==> src/rtl/rs485_uart_rx_if.sv <==
// rtl/rs485_uart_rx_if.sv - receive-side status bundle from rs485_uart_rx to the packet logic
// Ports (signals):
//   rx_data    [DATA_W] last received word, holds until the next rx_valid
//   rx_valid            one-clk strobe marking new rx_data/frame_err/parity_err
//   frame_err           stop bit sampled low, meaningful only with rx_valid
//   parity_err          parity mismatch, meaningful only with rx_valid
//   rx_busy             receiver is somewhere other than IDLE
// Modports: master = receiver (drives), slave = consumer (reads).
interface rs485_uart_rx_if #(
  parameter int DATA_W = 8
);
  logic [DATA_W-1:0] rx_data;
  logic              rx_valid;
  logic              frame_err;
  logic              parity_err;
  logic              rx_busy;

  modport master (
    output rx_data, rx_valid, frame_err, parity_err, rx_busy
  );

  modport slave (
    input rx_data, rx_valid, frame_err, parity_err, rx_busy
  );
endinterface

==> src/rtl/rs485_uart_rx.sv <==
// rtl/rs485_uart_rx.sv - RS485 UART receive deserialiser driven by a 16x oversample tick
// Purpose: synchronise rxd, detect the start bit, 2-of-3 majority-sample each bit around
//   mid-cell, assemble an LSB-first word and strobe it out with frame/parity status.
// Optional feature: define RS485_RX_PARITY_EN for one even-parity bit after the data bits.
// Ports:
//   clk    in  system clock (posedge)
//   reset  in  asynchronous, active-low reset
//   bclk   in  oversample enable; state only advances on clk edges where bclk=1
//   rxd    in  asynchronous line input, idle high
//   rx     rs485_uart_rx_if.master: rx_data, rx_valid, frame_err, parity_err, rx_busy
module rs485_uart_rx #(
  parameter int DATA_W      = 8,
  parameter int OVS         = 16,
  parameter int SYNC_STAGES = 2
) (
  input  logic                 clk,
  input  logic                 reset,
  input  logic                 bclk,
  input  logic                 rxd,
  rs485_uart_rx_if.master      rx
);

  localparam int TW = (OVS > 1) ? $clog2(OVS) : 1;
  localparam int BW = (DATA_W > 1) ? $clog2(DATA_W) : 1;

  // Sample points: two early samples are stored, the third is taken live at the decision tick.
  localparam logic [TW-1:0] T_LO   = TW'(OVS/2 - 1);
  localparam logic [TW-1:0] T_MID  = TW'(OVS/2);
  localparam logic [TW-1:0] T_DEC  = TW'(OVS/2 + 1);
  localparam logic [TW-1:0] T_LAST = TW'(OVS - 1);
  localparam logic [BW-1:0] B_LAST = BW'(DATA_W - 1);

  typedef enum logic [2:0] {
    IDLE,
    START,
    DATA,
    PARITY,
    STOP,
    BRK
  } state_t;

  state_t                 state;
  logic [SYNC_STAGES-1:0] sync;
  logic                   rxd_s;
  logic [TW-1:0]          tick;
  logic [BW-1:0]          bitc;
  logic [DATA_W-1:0]      shift;
  logic [1:0]             samp;
  logic                   vote;
`ifdef RS485_RX_PARITY_EN
  logic                   par_bit;
`endif

  assign rxd_s = sync[SYNC_STAGES-1];
  assign vote  = (samp[0] & samp[1]) | (samp[0] & rxd_s) | (samp[1] & rxd_s);

  // The synchroniser runs every clk so metastability settling does not depend on bclk rate.
  always_ff @(posedge clk or negedge reset) begin
    if (!reset) begin
      sync <= '1;
    end else begin
      sync <= {sync[SYNC_STAGES-2:0], rxd};
    end
  end

  always_ff @(posedge clk or negedge reset) begin
    if (!reset) begin
      state         <= IDLE;
      tick          <= '0;
      bitc          <= '0;
      shift         <= '0;
      samp          <= '0;
`ifdef RS485_RX_PARITY_EN
      par_bit       <= 1'b0;
`endif
      rx.rx_data    <= '0;
      rx.rx_valid   <= 1'b0;
      rx.frame_err  <= 1'b0;
      rx.parity_err <= 1'b0;
      rx.rx_busy    <= 1'b0;
    end else begin
      // Status outputs are single-clk strobes regardless of bclk.
      rx.rx_valid   <= 1'b0;
      rx.frame_err  <= 1'b0;
      rx.parity_err <= 1'b0;

      if (bclk) begin
        if (tick == T_LO)  samp[0] <= rxd_s;
        if (tick == T_MID) samp[1] <= rxd_s;
        tick <= (tick == T_LAST) ? '0 : tick + 1'b1;

        case (state)
          IDLE: begin
            tick <= '0;
            if (!rxd_s) begin
              state      <= START;
              rx.rx_busy <= 1'b1;
            end
          end

          START: begin
            if (tick == T_DEC && vote) begin
              // Low pulse shorter than half a bit: treat as noise.
              state      <= IDLE;
              tick       <= '0;
              rx.rx_busy <= 1'b0;
            end else if (tick == T_LAST) begin
              state <= DATA;
              bitc  <= '0;
            end
          end

          DATA: begin
            if (tick == T_DEC) shift <= {vote, shift[DATA_W-1:1]};
            if (tick == T_LAST) begin
              if (bitc == B_LAST) begin
`ifdef RS485_RX_PARITY_EN
                state <= PARITY;
`else
                state <= STOP;
`endif
              end else begin
                bitc <= bitc + 1'b1;
              end
            end
          end

`ifdef RS485_RX_PARITY_EN
          PARITY: begin
            if (tick == T_DEC)  par_bit <= vote;
            if (tick == T_LAST) state   <= STOP;
          end
`endif

          STOP: begin
            if (tick == T_DEC) begin
              rx.rx_data   <= shift;
              rx.rx_valid  <= 1'b1;
              rx.frame_err <= ~vote;
`ifdef RS485_RX_PARITY_EN
              rx.parity_err <= (^shift) ^ par_bit;
`else
              rx.parity_err <= 1'b0;
`endif
              tick <= '0;
              // Leaving half a bit early lets the next start edge be caught without slip.
              if (vote) begin
                state      <= IDLE;
                rx.rx_busy <= 1'b0;
              end else begin
                state <= BRK;
              end
            end
          end

          BRK: begin
            tick <= '0;
            if (rxd_s) begin
              state      <= IDLE;
              rx.rx_busy <= 1'b0;
            end
          end

          default: begin
            state      <= IDLE;
            tick       <= '0;
            rx.rx_busy <= 1'b0;
          end
        endcase
      end
    end
  end

endmodule
==> src/flat_wrapper.sv <==
// flat-port wrapper written by rule: the top's interface ports become plain ports
module rs485_uart_rx_flat 
#(
  parameter int DATA_W      = 8,
  parameter int OVS         = 16,
  parameter int SYNC_STAGES = 2
)
  (clk, reset, bclk, rxd, rx_rx_data, rx_rx_valid, rx_frame_err, rx_parity_err, rx_rx_busy);
  rs485_uart_rx_if #(.DATA_W(DATA_W)) rx_i ();
  input  logic clk;
  input  logic reset;
  input  logic bclk;
  input  logic rxd;
  output wire logic [$bits(rx_i.rx_data)-1:0] rx_rx_data;
  output wire logic [$bits(rx_i.rx_valid)-1:0] rx_rx_valid;
  output wire logic [$bits(rx_i.frame_err)-1:0] rx_frame_err;
  output wire logic [$bits(rx_i.parity_err)-1:0] rx_parity_err;
  output wire logic [$bits(rx_i.rx_busy)-1:0] rx_rx_busy;
  assign rx_rx_data = rx_i.rx_data;
  assign rx_rx_valid = rx_i.rx_valid;
  assign rx_frame_err = rx_i.frame_err;
  assign rx_parity_err = rx_i.parity_err;
  assign rx_rx_busy = rx_i.rx_busy;
  rs485_uart_rx #(.DATA_W(DATA_W), .OVS(OVS), .SYNC_STAGES(SYNC_STAGES)) u_core (.clk(clk), .reset(reset), .bclk(bclk), .rxd(rxd), .rx(rx_i));
endmodule
==> config.mk <==
export PLATFORM = sky130hd
export DESIGN_NAME = rs485_uart_rx_flat
export DESIGN_NICKNAME = d
export VERILOG_FILES = /design/src/rtl/rs485_uart_rx_if.sv /design/src/rtl/rs485_uart_rx.sv /design/src/flat_wrapper.sv
export SDC_FILE = /design/constraint.sdc
export NUM_CORES = 1
export LEC_CHECK = 0
export BUFFER_PORTS_ARGS = -buffer_cell sky130_fd_sc_hd__buf_2
export CAP_MARGIN = 10
export CELL_PAD_IN_SITES_DETAIL_PLACEMENT = 1
export CELL_PAD_IN_SITES_GLOBAL_PLACEMENT = 1
export CORE_MARGIN = 10
export CORE_UTILIZATION = 45
export DETAILED_ROUTE_END_ITERATION = 8
export PLACE_DENSITY = 0.84
export SLEW_MARGIN = 20
export SYNTH_ARGS = -nofsm -noshare
export SYNTH_HDL_FRONTEND = slang
export SYNTH_SLANG_ARGS = --single-unit
==> constraint.sdc <==
create_clock -name clk -period 2.3 [get_ports clk]
set_clock_uncertainty 0.15 [all_clocks]
set_input_delay 0.46 -clock clk [delete_from_list [all_inputs] [get_ports clk]]
set_output_delay 0.46 -clock clk [all_outputs]
set_load 0.01 [all_outputs]
---- Yosys cells after proc, flatten, opt, wreduce, memory -nomap -nowiden ----
Index checks and enable logic that the tools add are counted.
word-level totals
  register bits after elaboration ......... 33
  input bits .............................. 4
operators by class
  bitwise logic cells ..................... 7
  $add $sub $neg .......................... 2
  equal/unequal tests ..................... 20
  reduce and logical (&&, ||, !) cells .... 10
  multiplexer cells ....................... 30
operator list
  operator                                                          count
  3-bit 2-to-1 mux                                                  12
  3-bit one-hot mux with 5 select lines                             1
  2-bit by 1-bit != test with 1-bit output (second input constant)  7
  7-bit AND reduction                                               2
  4-bit == test (second input constant)                             3
  4-bit 2-to-1 mux                                                  3
  4-bit one-hot mux with 3 select lines                             1
  1-bit 2-to-1 mux                                                  11
  3-bit == test (second input constant)                             3
  2-bit != test (second input constant)                             3
  3-bit one-hot mux with 2 select lines                             1
  3-bit AND reduction                                               2
  6-bit AND reduction                                               1
  1-bit one-hot mux with 5 select lines                             1
  4-bit by 1-bit adder with 4-bit output (second input constant)    1
  4-bit by 3-bit == test with 1-bit output (second input constant)  1
  2-bit AND reduction                                               2
  3-bit by 1-bit adder with 3-bit output (second input constant)    1
  1-bit bitwise AND                                                 3
  3-bit by 1-bit == test with 1-bit output (second input constant)  1
  3-bit by 2-bit == test with 1-bit output (second input constant)  1
  3-bit zero test                                                   1
  3-bit by 1-bit != test with 1-bit output (second input constant)  1
  1-bit inverter                                                    2
  3 further kinds                                                   4

---- Depth between registers and ports, before layout ----
  depth in word-level cells ............... 7
  depth in mapped cells ................... 7
  depth with buffers taken out ............ 6

---- Worst setup path before layout ----
Ideal clock, no wire load.
  path type ............................... reg-to-reg
  from .................................... register u_core.tick[0]
  to ...................................... register u_core.shift[0]
  cell stages (with the launch flop) ...... 6
  buffers on the path ..................... 1
  arrival ................................. 1419 ps
  required time ........................... 2025 ps
  slack ................................... 607 ps
  period minus slack after synthesis ...... 1693 ps
  library setup time ...................... 125 ps
  cells stage by stage .................... dfrtp_1 -> ha_1 -> and3b_1 -> buf_6 -> nand3_2 -> mux2_2
on the way
  cells in the longest elaborated chain, start to end .. 2
ends and longest elaborated chain
  item                                  RTL line              source
  start: declaration                    rs485_uart_rx.sv:45   logic [TW-1:0] tick;
  start signal: assignment              rs485_uart_rx.sv:90   tick <= (tick == T_LAST) ? '0 : tick + 1'b1;
  4-bit == test                         rs485_uart_rx.sv:114  if (tick == T_DEC) shift <= {vote, shift[DATA_W-1:1]};
  3-bit AND reduction (no source line)  --
  end signal: assignment                rs485_uart_rx.sv:114
  end: declaration                      rs485_uart_rx.sv:47   logic [DATA_W-1:0] shift;
Every way passes these cells.
A chain may end at the register's enable or synchronous reset.

---- Final worst setup path ----
  from .................................... register u_core.tick[0]
  to ...................................... register u_core.tick[1]
on the way
  cells in the longest elaborated chain, start to end .. 4
  elaborated cells between the ends (all ways) .. 8
ends and longest elaborated chain
  item                                                                  RTL line                                    source
  4-bit by 1-bit adder with 4-bit output, or another cell as far along  rs485_uart_rx.sv:90
  4-bit 2-to-1 mux / 1-bit logical AND (equally long branches)          rs485_uart_rx.sv:90, rs485_uart_rx.sv:102
  4-bit 2-to-1 mux, on equally long branches                            rs485_uart_rx.sv:136, rs485_uart_rx.sv:102
  4-bit one-hot mux with 3 select lines (*)                             rs485_uart_rx.sv:92                         case (state)
Every way passes the cells marked *; elsewhere a longest branch is shown, timed or not.

==> results.toml <==
[place]
dp.final_hpwl_um = 2646
routabilityCongestion = 0.8676
numPortBuffers = 14

[pwr]
netSwitchingFraction_pct = 33.79
combPwrFrac_pct = 25.1
p_int_mw = 1.211
seqPwrFrac_pct = 44.0
power_frac_clock_pct = 30.9
ir_drop_v = 0.0006502
p_leak_nw = 0.9156
switchingPower_uw = 618.2
power.density_mw_per_mm2 = 995.2

[drt]
drtIter0Drc = 134
drcViolationCount = 0
wl_per_cell_um = 20.70
via_per_inst = 5.724
wl_um = 4120
vias = 1139
dr.pass1.iters = 4
antenna_left = 0

[clocking]
cts_buffers = 5
cts.sinks = 33
htreeDepth = 2
cts.path.max_buffers = 2
clk_pin_slew_ns = 0.07
clk-insertion-delay-late_ns = 0.29
cts_hold_buf = 0
cts_tree = "done"
cts-root-buf = "clkbuf_8"
cts_setup_buffers = 0
cts-resized-gates = 0

[timing]
max-slew-margin-rel_pct = 52.01
rsz0062_at_grt = "no"
max_freq_mhz = 448.6
fin_crit_ns = 2.229
worst_pin_slew_ns = 0.7199
finalHoldViolations = 0
fin_crit_sh_pct = 96.93
slew_violations = 0
tns_ns = 0
setup_viol = 0

[setup_path]
worstSetupPathType = "reg2reg"
r2r-start = "u_core.tick[0]"
critPathArrivalTime_ns = 2.23
worstSetupEndpointType = "flip-flop"
crit_path_max_fanout = 7
worstPathRequired_ns = 2.30
cp-start-kind = "flip-flop"
cp-startpoint = "u_core.tick[0]"

[final_layout]
layout.nets = 161
drive_gt1_share_pct = 33.99
n_antenna_cell = 0
area_delta_synth_final_pct = 11.54
final_util_pct = 53.40
final_common_cell = "dfrtp_1"
layout_common_cells = "dfrtp_1 (31), mux2_2 (19), buf_2 (14)"

[global_routing]
antenna_found_initial = 0
grt_overflow = 0
use_met2_pct = 24.36
grt_pass1_wl_um = 6734
grt_usage_pct = 13.67
use_met3_pct = 4.009
gr-max-usage-layer = "met2"
grt.met1_usage_pct = 14.56
grt_pass1_vias = 1251
grt_max_degree = 34

[die]
start_util_pct = 47.87
die_h_um = 80.52
pin_count = 16
die-area_mm2 = 0.006483
dieWidth_um = 80.52
core-area_mm2 = 0.003442
num_rows = 21

[outcome]
status = "finished clean"

[logic_synthesis]
synth_nets = 147
synthFlopType = "dfrtp_1"
avgSynthCellArea_um2 = 11.94
yosys_register_bits = 33
ys_seq_area_share_pct = 50.27
synthArstFlopShare_pct = 100.0
synth_cell_type_count = 45
synth_edf_count = 0
syn_inst = 138
yosys_warnings = 0
synth.cell_area_mm2 = 0.001648

[hold_path]
hold_path.class = "in2async"

[flow_run]
cap_viol_max_count = 0
registers in the layout, indices dropped and copies added (netlist names):
signal               count
u_core.rx.rx_data        8
u_core.rx.rx_valid       1
u_core.rx.rx_busy        1
u_core.shift             8
u_core.samp              2
u_core.bitc              3
u_core.rx.frame_err      1
u_core.state             3
u_core.sync              2
u_core.tick              4
area by class of cell:
cell class,instances,area (um2)
well taps,46,57.56
flip-flops and latches,33,828.3
inverters,7,26.28
fillers,360,1604
multi-input cells,91,739.5
repair buffers,14,70.07
clock buffers,7,86.33
clock inverters,1,30.03
routing by layer:
metal / vias up / share of wire (%)
li1: 517 / -
met1: 589 / 41
met2: 25 / 53
met3: 8 / 3.7
met4: 0 / 2.0
met5: - / 0
per-stage QoR:
stage                     cell area, um2  instances  power [mW]  setup slack (ns)  hold slack, ns
after floorplan                     1648        138       1.117            0.6066         0.01441
after global placement              1722        191       1.186            0.3827          0.1991
after detailed placement            1722        191       1.243            0.1961          0.1973
after CTS                           1838        199       1.834           0.08830         0.09014
after global routing                1838        199       1.916          0.003668          0.1120
final                               1838        199       1.829           0.07068         0.06393
cells by family after synthesis:
group | after synthesis | share of synthesized area [%]
AND/OR/NAND/NOR | 39 | 15.03
XOR/XNOR | 1 | 0.5316
multiplexers | 22 | 14.81
other | 1 | 0.2276
flip-flops | 33 | 50.27
buffers and inverters | 14 | 4.859
adder cells (fa/ha/maj) | 6 | 4.404
AO/OA/AOI/OAI | 22 | 9.871
power groups by stage:
stage               clock network (mW)  registers [mW]  logic, mW
floorplan                            0           0.741      0.376
global placement                     0           0.790      0.396
detailed placement                   0           0.803      0.440
CTS                              0.577           0.800      0.456
global route                     0.597           0.818      0.501
finish                           0.566           0.805      0.459
worst max-delay path, cell delays in order (launching register included):
cell and delay [ns]:
dfrtp_1 0.52, ha_1 0.21, and3b_1 0.42, nand2_1 0.22, a211oi_2 0.43, a21oi_1 0.14
Yosys cell counts (3+ instances only):
master	instances	area share (%)
dfrtp_1	31	47
ha_1	5	3.8
o21ai_0	3	0.91
mux2i_1	3	1.8
nor2_1	7	1.6
nand2_1	12	2.7
nor3_1	3	0.91
inv_1	6	1.4
a21oi_1	4	1.2
buf_4	3	1.4
mux2_2	19	13
o22ai_1	3	1.1
nand2b_1	3	1.1
final timing paths:
kind / endpoint / slack, ns / cells after the start
worst max-delay path: u_core.tick[1] / 0.07 / 5
min in group clk: u_core.sync[0] / 0.12 / 1
max in group asynchronous: u_core.rx.rx_data[7] / 1.46 / 1
worst min-delay path: u_core.rx.rx_data[6] / 0.06 / 1
worst min register to register: u_core.sync[1] / 0.21 / 0
worst max register to register: u_core.tick[1] / 0.07 / 5
No activity file was read; power rests on OpenSTA's default activity.
